## src/rtl/packet_identifier.sv

```systemverilog
// PCIe Gen1/Gen2 receive framing identifier.
// Marks TLP/DLLP bytes in a 64-byte symbol block, one cycle late.
module packet_identifier (
  input  logic         clk,
  input  logic         rst_n,
  input  logic [511:0] data_in,
  input  logic         valid_pd,
  input  logic [2:0]   gen,
  input  logic         linkup,
  input  logic [63:0]  DK,
  output logic [511:0] data_out,
  output logic [63:0]  pl_valid,
  output logic [63:0]  pl_dlpstart,
  output logic [63:0]  pl_dlpend,
  output logic [63:0]  pl_tlpstart,
  output logic [63:0]  pl_tlpedb,
  output logic [63:0]  pl_tlpend,
  output logic         w
);

  localparam logic [7:0] SYM_STP = 8'hFB;
  localparam logic [7:0] SYM_SDP = 8'h5C;
  localparam logic [7:0] SYM_END = 8'hFD;
  localparam logic [7:0] SYM_EDB = 8'hFE;

  typedef enum logic [1:0] {
    IDLE    = 2'd0,
    IN_TLP  = 2'd1,
    IN_DLLP = 2'd2
  } state_t;

  state_t state_q;
  state_t state_d;
  state_t scan_st;

  logic [63:0] v_c;
  logic [63:0] ds_c;
  logic [63:0] de_c;
  logic [63:0] ts_c;
  logic [63:0] te_c;
  logic [63:0] tn_c;

  logic gen_ok;
  logic scan_en;

  assign gen_ok  = (gen == 3'd0) || (gen == 3'd1);
  assign scan_en = linkup && gen_ok && valid_pd;

  // Byte-serial walk; the state after byte i feeds byte i+1.
  always_comb begin
    logic [7:0] b;
    logic       is_stp;
    logic       is_sdp;
    logic       is_end;
    logic       is_edb;
    logic       is_k;
    scan_st = state_q;
    v_c  = '0;
    ds_c = '0;
    de_c = '0;
    ts_c = '0;
    te_c = '0;
    tn_c = '0;
    b      = '0;
    is_k   = 1'b0;
    is_stp = 1'b0;
    is_sdp = 1'b0;
    is_end = 1'b0;
    is_edb = 1'b0;
    for (int i = 0; i < 64; i++) begin
      b      = data_in[8*i +: 8];
      is_k   = DK[i];
      is_stp = is_k && (b == SYM_STP);
      is_sdp = is_k && (b == SYM_SDP);
      is_end = is_k && (b == SYM_END);
      is_edb = is_k && (b == SYM_EDB);
      case (scan_st)
        IDLE: begin
          unique case (1'b1)
            is_stp: begin
              ts_c[i] = 1'b1;
              v_c[i]  = 1'b1;
              scan_st = IN_TLP;
            end
            is_sdp: begin
              ds_c[i] = 1'b1;
              v_c[i]  = 1'b1;
              scan_st = IN_DLLP;
            end
            default: ;
          endcase
        end
        IN_TLP: begin
          unique case (1'b1)
            !is_k: v_c[i] = 1'b1;
            is_end: begin
              tn_c[i] = 1'b1;
              v_c[i]  = 1'b1;
              scan_st = IDLE;
            end
            is_edb: begin
              te_c[i] = 1'b1;
              v_c[i]  = 1'b1;
              scan_st = IDLE;
            end
            default: scan_st = IDLE;
          endcase
        end
        IN_DLLP: begin
          unique case (1'b1)
            !is_k: v_c[i] = 1'b1;
            is_end: begin
              de_c[i] = 1'b1;
              v_c[i]  = 1'b1;
              scan_st = IDLE;
            end
            default: scan_st = IDLE;
          endcase
        end
        default: scan_st = IDLE;
      endcase
    end
  end

  // Link down or unsupported rate drops any open packet; a gap holds it.
  always_comb begin
    state_d = state_q;
    if (!linkup || !gen_ok) begin
      state_d = IDLE;
    end else if (valid_pd) begin
      state_d = scan_st;
    end
  end

  always_ff @(posedge clk) begin
    if (!rst_n) begin
      state_q     <= IDLE;
      data_out    <= '0;
      pl_valid    <= '0;
      pl_dlpstart <= '0;
      pl_dlpend   <= '0;
      pl_tlpstart <= '0;
      pl_tlpedb   <= '0;
      pl_tlpend   <= '0;
      w           <= 1'b0;
    end else begin
      state_q     <= state_d;
      data_out    <= data_in;
      pl_valid    <= scan_en ? v_c  : '0;
      pl_dlpstart <= scan_en ? ds_c : '0;
      pl_dlpend   <= scan_en ? de_c : '0;
      pl_tlpstart <= scan_en ? ts_c : '0;
      pl_tlpedb   <= scan_en ? te_c : '0;
      pl_tlpend   <= scan_en ? tn_c : '0;
      w           <= scan_en && (scan_st != IDLE);
    end
  end

endmodule

```

## config.mk

```make
export PLATFORM = sky130hd
export DESIGN_NAME = packet_identifier
export DESIGN_NICKNAME = d
export VERILOG_FILES = /design/src/rtl/packet_identifier.sv
export SDC_FILE = /design/constraint.sdc
export NUM_CORES = 2
export LEC_CHECK = 0
export ABC_AREA = 1
export BUFFER_PORTS_ARGS = -buffer_cell sky130_fd_sc_hd__buf_2
export CORE_AREA = 4 4 575 577
export DETAILED_ROUTE_END_ITERATION = 8
export DIE_AREA = 0 0 579 581
export PLACE_DENSITY = 0.3
export SLEW_MARGIN = 30
export SYNTH_ARGS = -nofsm -noshare
export SYNTH_HDL_FRONTEND = slang
export SYNTH_SLANG_ARGS = --single-unit
```

## constraint.sdc

```tcl
create_clock -name clk -period 117.6 [get_ports clk]
set_clock_uncertainty 0.15 [all_clocks]
set_input_delay 17.64 -clock clk [delete_from_list [all_inputs] [get_ports clk]]
set_output_delay 17.64 -clock clk [all_outputs]
set_load 0.02 [all_outputs]
```

==> impl_metrics.prom <==
# TYPE chip_impl_metric gauge
chip_impl_metric{name="global_route_wire_length_before_repair",unit="um"} 327200
chip_impl_metric{name="worst-endpoint-arrival",unit="ns"} 74.49
chip_impl_info{name="critical-path-top-delay-family",value="simple AND/OR/NAND/NOR gates"} 1
chip_impl_info{name="final_cell_mix",value="sky130_fd_sc_hd__buf_2 (1,477), sky130_fd_sc_hd__nand2_1 (1,438), sky130_fd_sc_hd__inv_1 (1,204), sky130_fd_sc_hd__dfxtp_1 (899), sky130_fd_sc_hd__nor2_1 (368)"} 1
chip_impl_info{name="crit_slowest_cell",value="sky130_fd_sc_hd__o21ai_1"} 1
chip_impl_metric{name="post_synth_inst_count",unit=""} 5463
chip_impl_metric{name="route.detailed.wl_per_inst",unit="um"} 21.32
chip_impl_metric{name="synth_seq_cells",unit=""} 899
chip_impl_info{name="final_common_cell",value="sky130_fd_sc_hd__buf_2"} 1
chip_impl_metric{name="floorplan.rows",unit=""} 210
chip_impl_metric{name="ctsLongestPathBuffers",unit=""} 4
chip_impl_info{name="critical_path.endpoint_type",value="flip-flop"} 1
chip_impl_metric{name="share_of_post_route_cells_with_drive_strength_above_1",unit="%"} 26.05
chip_impl_metric{name="pd_cells",unit="nW/um^2"} 19.62
chip_impl_metric{name="portBuffers",unit=""} 1478
chip_impl_metric{name="synth_cell_types",unit=""} 47
chip_impl_metric{name="syn2layout_area_growth",unit="%"} 42.88
chip_impl_metric{name="min_delay_path_depth",unit=""} 2
chip_impl_metric{name="ctsHoldBuffers",unit=""} 0
chip_impl_metric{name="top_level_ports",unit=""} 1480
chip_impl_metric{name="final_util",unit="%"} 17.53
chip_impl_metric{name="cp_data_required_time",unit="ns"} 118.03
chip_impl_metric{name="numClockSinks",unit=""} 899
chip_impl_metric{name="detailroute.via_count",unit=""} 40740
chip_impl_metric{name="fin_crit",unit="ns"} 74.05
chip_impl_metric{name="synth_fp_nets",unit=""} 6301
chip_impl_metric{name="floorplan.die_area",unit="sq um"} 336400
chip_impl_metric{name="report.final.slew_viol_count",unit=""} 0
chip_impl_metric{name="detailedPlace.worstSlack",unit="ns"} 42.23
chip_impl_metric{name="cts-buffers-inserted",unit=""} 136
chip_impl_metric{name="initial_utilization",unit="%"} 12.27
chip_impl_info{name="synthTopCellsByArea",value="sky130_fd_sc_hd__dfxtp_1 (45%), sky130_fd_sc_hd__nand2_1 (13%), sky130_fd_sc_hd__inv_1 (11%), sky130_fd_sc_hd__ha_1 (8.0%), sky130_fd_sc_hd__nor2_1 (3.5%)"} 1
chip_impl_metric{name="mappedNetlistArea",unit="sq um"} 40020
chip_impl_metric{name="finalCritPeriodShare",unit="%"} 62.97
chip_impl_metric{name="grt_pass1_vias",unit=""} 40660
chip_impl_metric{name="p_total",unit="mW"} 1.122
chip_impl_metric{name="timing_hold_violations_final",unit=""} 0
chip_impl_metric{name="cts.htree.levels",unit=""} 4
chip_impl_metric{name="filler_cell_count",unit=""} 37370
chip_impl_metric{name="grt_overflow_total",unit=""} 0
chip_impl_metric{name="drt-pass1-iter-count",unit=""} 5
chip_impl_info{name="rsz0062_at_grt",value="false"} 1
chip_impl_info{name="critical_path_class",value="primary input to flip-flop"} 1
chip_impl_metric{name="ys_warn_count",unit=""} 0
chip_impl_metric{name="maxCapViolCount",unit=""} 0
chip_impl_metric{name="routed_wirelength",unit="um"} 244500
chip_impl_metric{name="grt_max_degree",unit=""} 151
chip_impl_metric{name="register_cell_area_after_layout",unit="sq um"} 18000
chip_impl_metric{name="drt_drc_violations_left",unit=""} 0
chip_impl_metric{name="antenna_found_initial",unit=""} 66
chip_impl_metric{name="clk_transition_reported_paths",unit="ns"} 0.05
chip_impl_metric{name="drt-vias-per-instance",unit=""} 3.553
chip_impl_metric{name="placeableCoreArea",unit="sq um"} 326100
chip_impl_metric{name="grt_use_total",unit="%"} 13.79
chip_impl_metric{name="ir_worst_vdd",unit="mV"} 0.009665
chip_impl_metric{name="place.detailed.instances",unit=""} 11220
chip_impl_metric{name="max_freq",unit="MHz"} 13.50
chip_impl_metric{name="relative_max_transition_margin",unit="%"} 34.86
chip_impl_metric{name="final_total_negative_setup_slack",unit="ns"} 0
chip_impl_info{name="synth.largest_area_cell",value="sky130_fd_sc_hd__dfxtp_1"} 1
chip_impl_metric{name="multi_input_comb_area",unit="sq um"} 17000
chip_impl_metric{name="asyncSetResetFlopFracSynth",unit="%"} 0
chip_impl_metric{name="die-height",unit="um"} 581
chip_impl_info{name="synth_top_flop_cell",value="sky130_fd_sc_hd__dfxtp_1"} 1
chip_impl_metric{name="number_of_buffers_and_inverters_on_the_critical_path",unit=""} 80
chip_impl_metric{name="critical_path_peak_fanout",unit=""} 5
chip_impl_metric{name="netlist.area_leader.share",unit="%"} 44.98
chip_impl_metric{name="cellLeakagePower",unit="nW"} 30.73
chip_impl_info{name="status",value="finished clean"} 1
chip_impl_metric{name="clk_latency",unit="ns"} 0.77
chip_impl_metric{name="post_synthesis_area_per_instance",unit="sq um"} 7.325
chip_impl_metric{name="cts_setup_buffers",unit=""} 0
chip_impl_metric{name="worst_slew_pin_slew",unit="ns"} 0.9681
chip_impl_metric{name="critical_path_cell_count",unit=""} 411
chip_impl_metric{name="chipWidth",unit="um"} 579
chip_impl_metric{name="part_of_the_yosys_area_used_for_sequential_elements",unit="%"} 44.98
chip_impl_info{name="cts_root_buffer",value="sky130_fd_sc_hd__clkbuf_16"} 1
chip_impl_info{name="critical-path-top-cell-by-count",value="sky130_fd_sc_hd__nand2_1"} 1
chip_impl_metric{name="detailedPlacementHpwl",unit="um"} 208800
chip_impl_metric{name="finalNetCount",unit=""} 7847
chip_impl_metric{name="first_iteration_detailed_routing_drc_count",unit=""} 2156
chip_impl_info{name="crit_path_start_kind",value="primary input"} 1
chip_impl_metric{name="critical-path-max-stage-delay",unit="ns"} 0.59
chip_impl_info{name="tritoncts",value="built"} 1
chip_impl_metric{name="worst-r2r-cell-count",unit=""} 405
chip_impl_metric{name="final.setup.worst_slack",unit="ns"} 43.55
chip_impl_metric{name="count_of_flip_flops_with_a_built_in_enable_after_synthesis",unit=""} 0
chip_impl_metric{name="globalplace.congestion",unit=""} 0.8488
chip_impl_metric{name="drt.antenna.violating_nets",unit=""} 0
chip_impl_metric{name="final_instance_count_excl_fillers",unit=""} 11460
chip_impl_metric{name="setup_violations",unit=""} 0
chip_impl_info{name="worstHoldPathType",value="flip-flop to flip-flop"} 1
chip_impl_metric{name="post_cts_resize_count",unit=""} 0
## worst paths after layout
path,endpoint,slack (ns),from
setup / recovery,pl_tlpstart[63],43.55,data_in[0]
hold / removal,state_q[0],0.41,state_q[0]
setup reg to reg,pl_tlpstart[63],60.09,state_q[1]
hold reg to reg,state_q[0],0.41,state_q[0]
## layer usage
metal | wire length, um | up-vias | global-route usage, %
met5 | 89 | - | 0
met1 | 100600 | 18860 | 16.41
li1 | - | 20030 | -
met2 | 112400 | 1514 | 23.05
met4 | 7321 | 14 | 3.891
met3 | 24040 | 319 | 5.140
## kinds of logic (layout without fill, tap and decap cells)
| logic type | Yosys count | after routing | share of synthesized area (%) |
|---|---|---|---|
| flops | 899 | 899 | 44.98 |
| fa+ha+maj | 255 | 255 | 7.973 |
| compound gates | 272 | 272 | 4.387 |
| simple gates | 2688 | 2688 | 30.00 |
| other cells | 0 | 15 | 0 |
| buf+inv | 1349 | 2989 | 12.66 |
## registers in the layout, indices dropped and copies added (netlist names)
register / count
data_out: 512
pl_dlpend: 64
pl_dlpstart: 64
pl_tlpstart: 64
state_q: 2
pl_tlpedb: 64
pl_tlpend: 64
pl_valid: 64
w: 1
## worst reg2reg max path, delay by kind of cell (launching register included)
family                   cells  cell delay [ns]
AO/OA/AOI/OAI               60             8.54
adder cells (fa/ha/maj)     64            18.52
buffers and inverters       79             6.76
flip-flops                   1             0.45
AND/OR/NAND/NOR            202            22.94
## power by group
group | total [mW] | internal [mW] | leakage (nW) | switching, mW
combinational | 0.391 | 0.126 | 21.2 | 0.264
clock | 0.414 | 0.248 | 2.12 | 0.166
sequential | 0.318 | 0.315 | 7.38 | 0.00291
## cell type report
| cell class | count | share of cell area, % |
|---|---|---|
| Timing Repair Buffer | 1502 | 13.29 |
| Sequential cell | 899 | 31.48 |
| Clock buffer | 187 | 6.784 |
| Clock inverter | 45 | 0.8797 |
| Inverter | 1255 | 8.253 |
| Tap cell | 4346 | 9.511 |
| Antenna cell | 15 | 0.06565 |
| Multi-Input combinational cell | 3215 | 29.74 |
## Yosys cell counts (4+ instances only)
cell and n:
sky130_fd_sc_hd__nand2_1 1438, sky130_fd_sc_hd__inv_1 1204, sky130_fd_sc_hd__dfxtp_1 899, sky130_fd_sc_hd__nor2_1 369, sky130_fd_sc_hd__ha_1 255, sky130_fd_sc_hd__nand3_1 240, sky130_fd_sc_hd__nor3_1 173, sky130_fd_sc_hd__nand4_1 146
sky130_fd_sc_hd__nor4_1 138, sky130_fd_sc_hd__o21ai_0 105, sky130_fd_sc_hd__clkbuf_1 91, sky130_fd_sc_hd__nor3b_1 65, sky130_fd_sc_hd__inv_2 51, sky130_fd_sc_hd__a211oi_1 44, sky130_fd_sc_hd__a21oi_1 31, sky130_fd_sc_hd__nand3_2 28
sky130_fd_sc_hd__nand2_2 27, sky130_fd_sc_hd__o32ai_1 14, sky130_fd_sc_hd__o41ai_1 14, sky130_fd_sc_hd__or2_2 14, sky130_fd_sc_hd__o21ai_1 13, sky130_fd_sc_hd__a21oi_2 12, sky130_fd_sc_hd__and3_1 11, sky130_fd_sc_hd__nor4b_1 9
sky130_fd_sc_hd__a22oi_1 8, sky130_fd_sc_hd__or3_1 8, sky130_fd_sc_hd__nand3b_1 7, sky130_fd_sc_hd__and2_1 6, sky130_fd_sc_hd__o211ai_1 5, sky130_fd_sc_hd__or4_1 5, sky130_fd_sc_hd__o2111a_1 4
## through the flow
| stage | hold slack (ns) | cell area (sq um) |
|---|---|---|
| 2_1_floorplan | 0.3503 | 40020 |
| 3_3_place_gp | 0.4078 | 52740 |
| 3_5_place_dp | 0.4095 | 52750 |
| 4_1_cts | 0.4175 | 57130 |
| 5_1_grt | 0.4701 | 57150 |
| 6_report | 0.4109 | 57170 |
No activity file was read; power rests on OpenSTA's default activity.
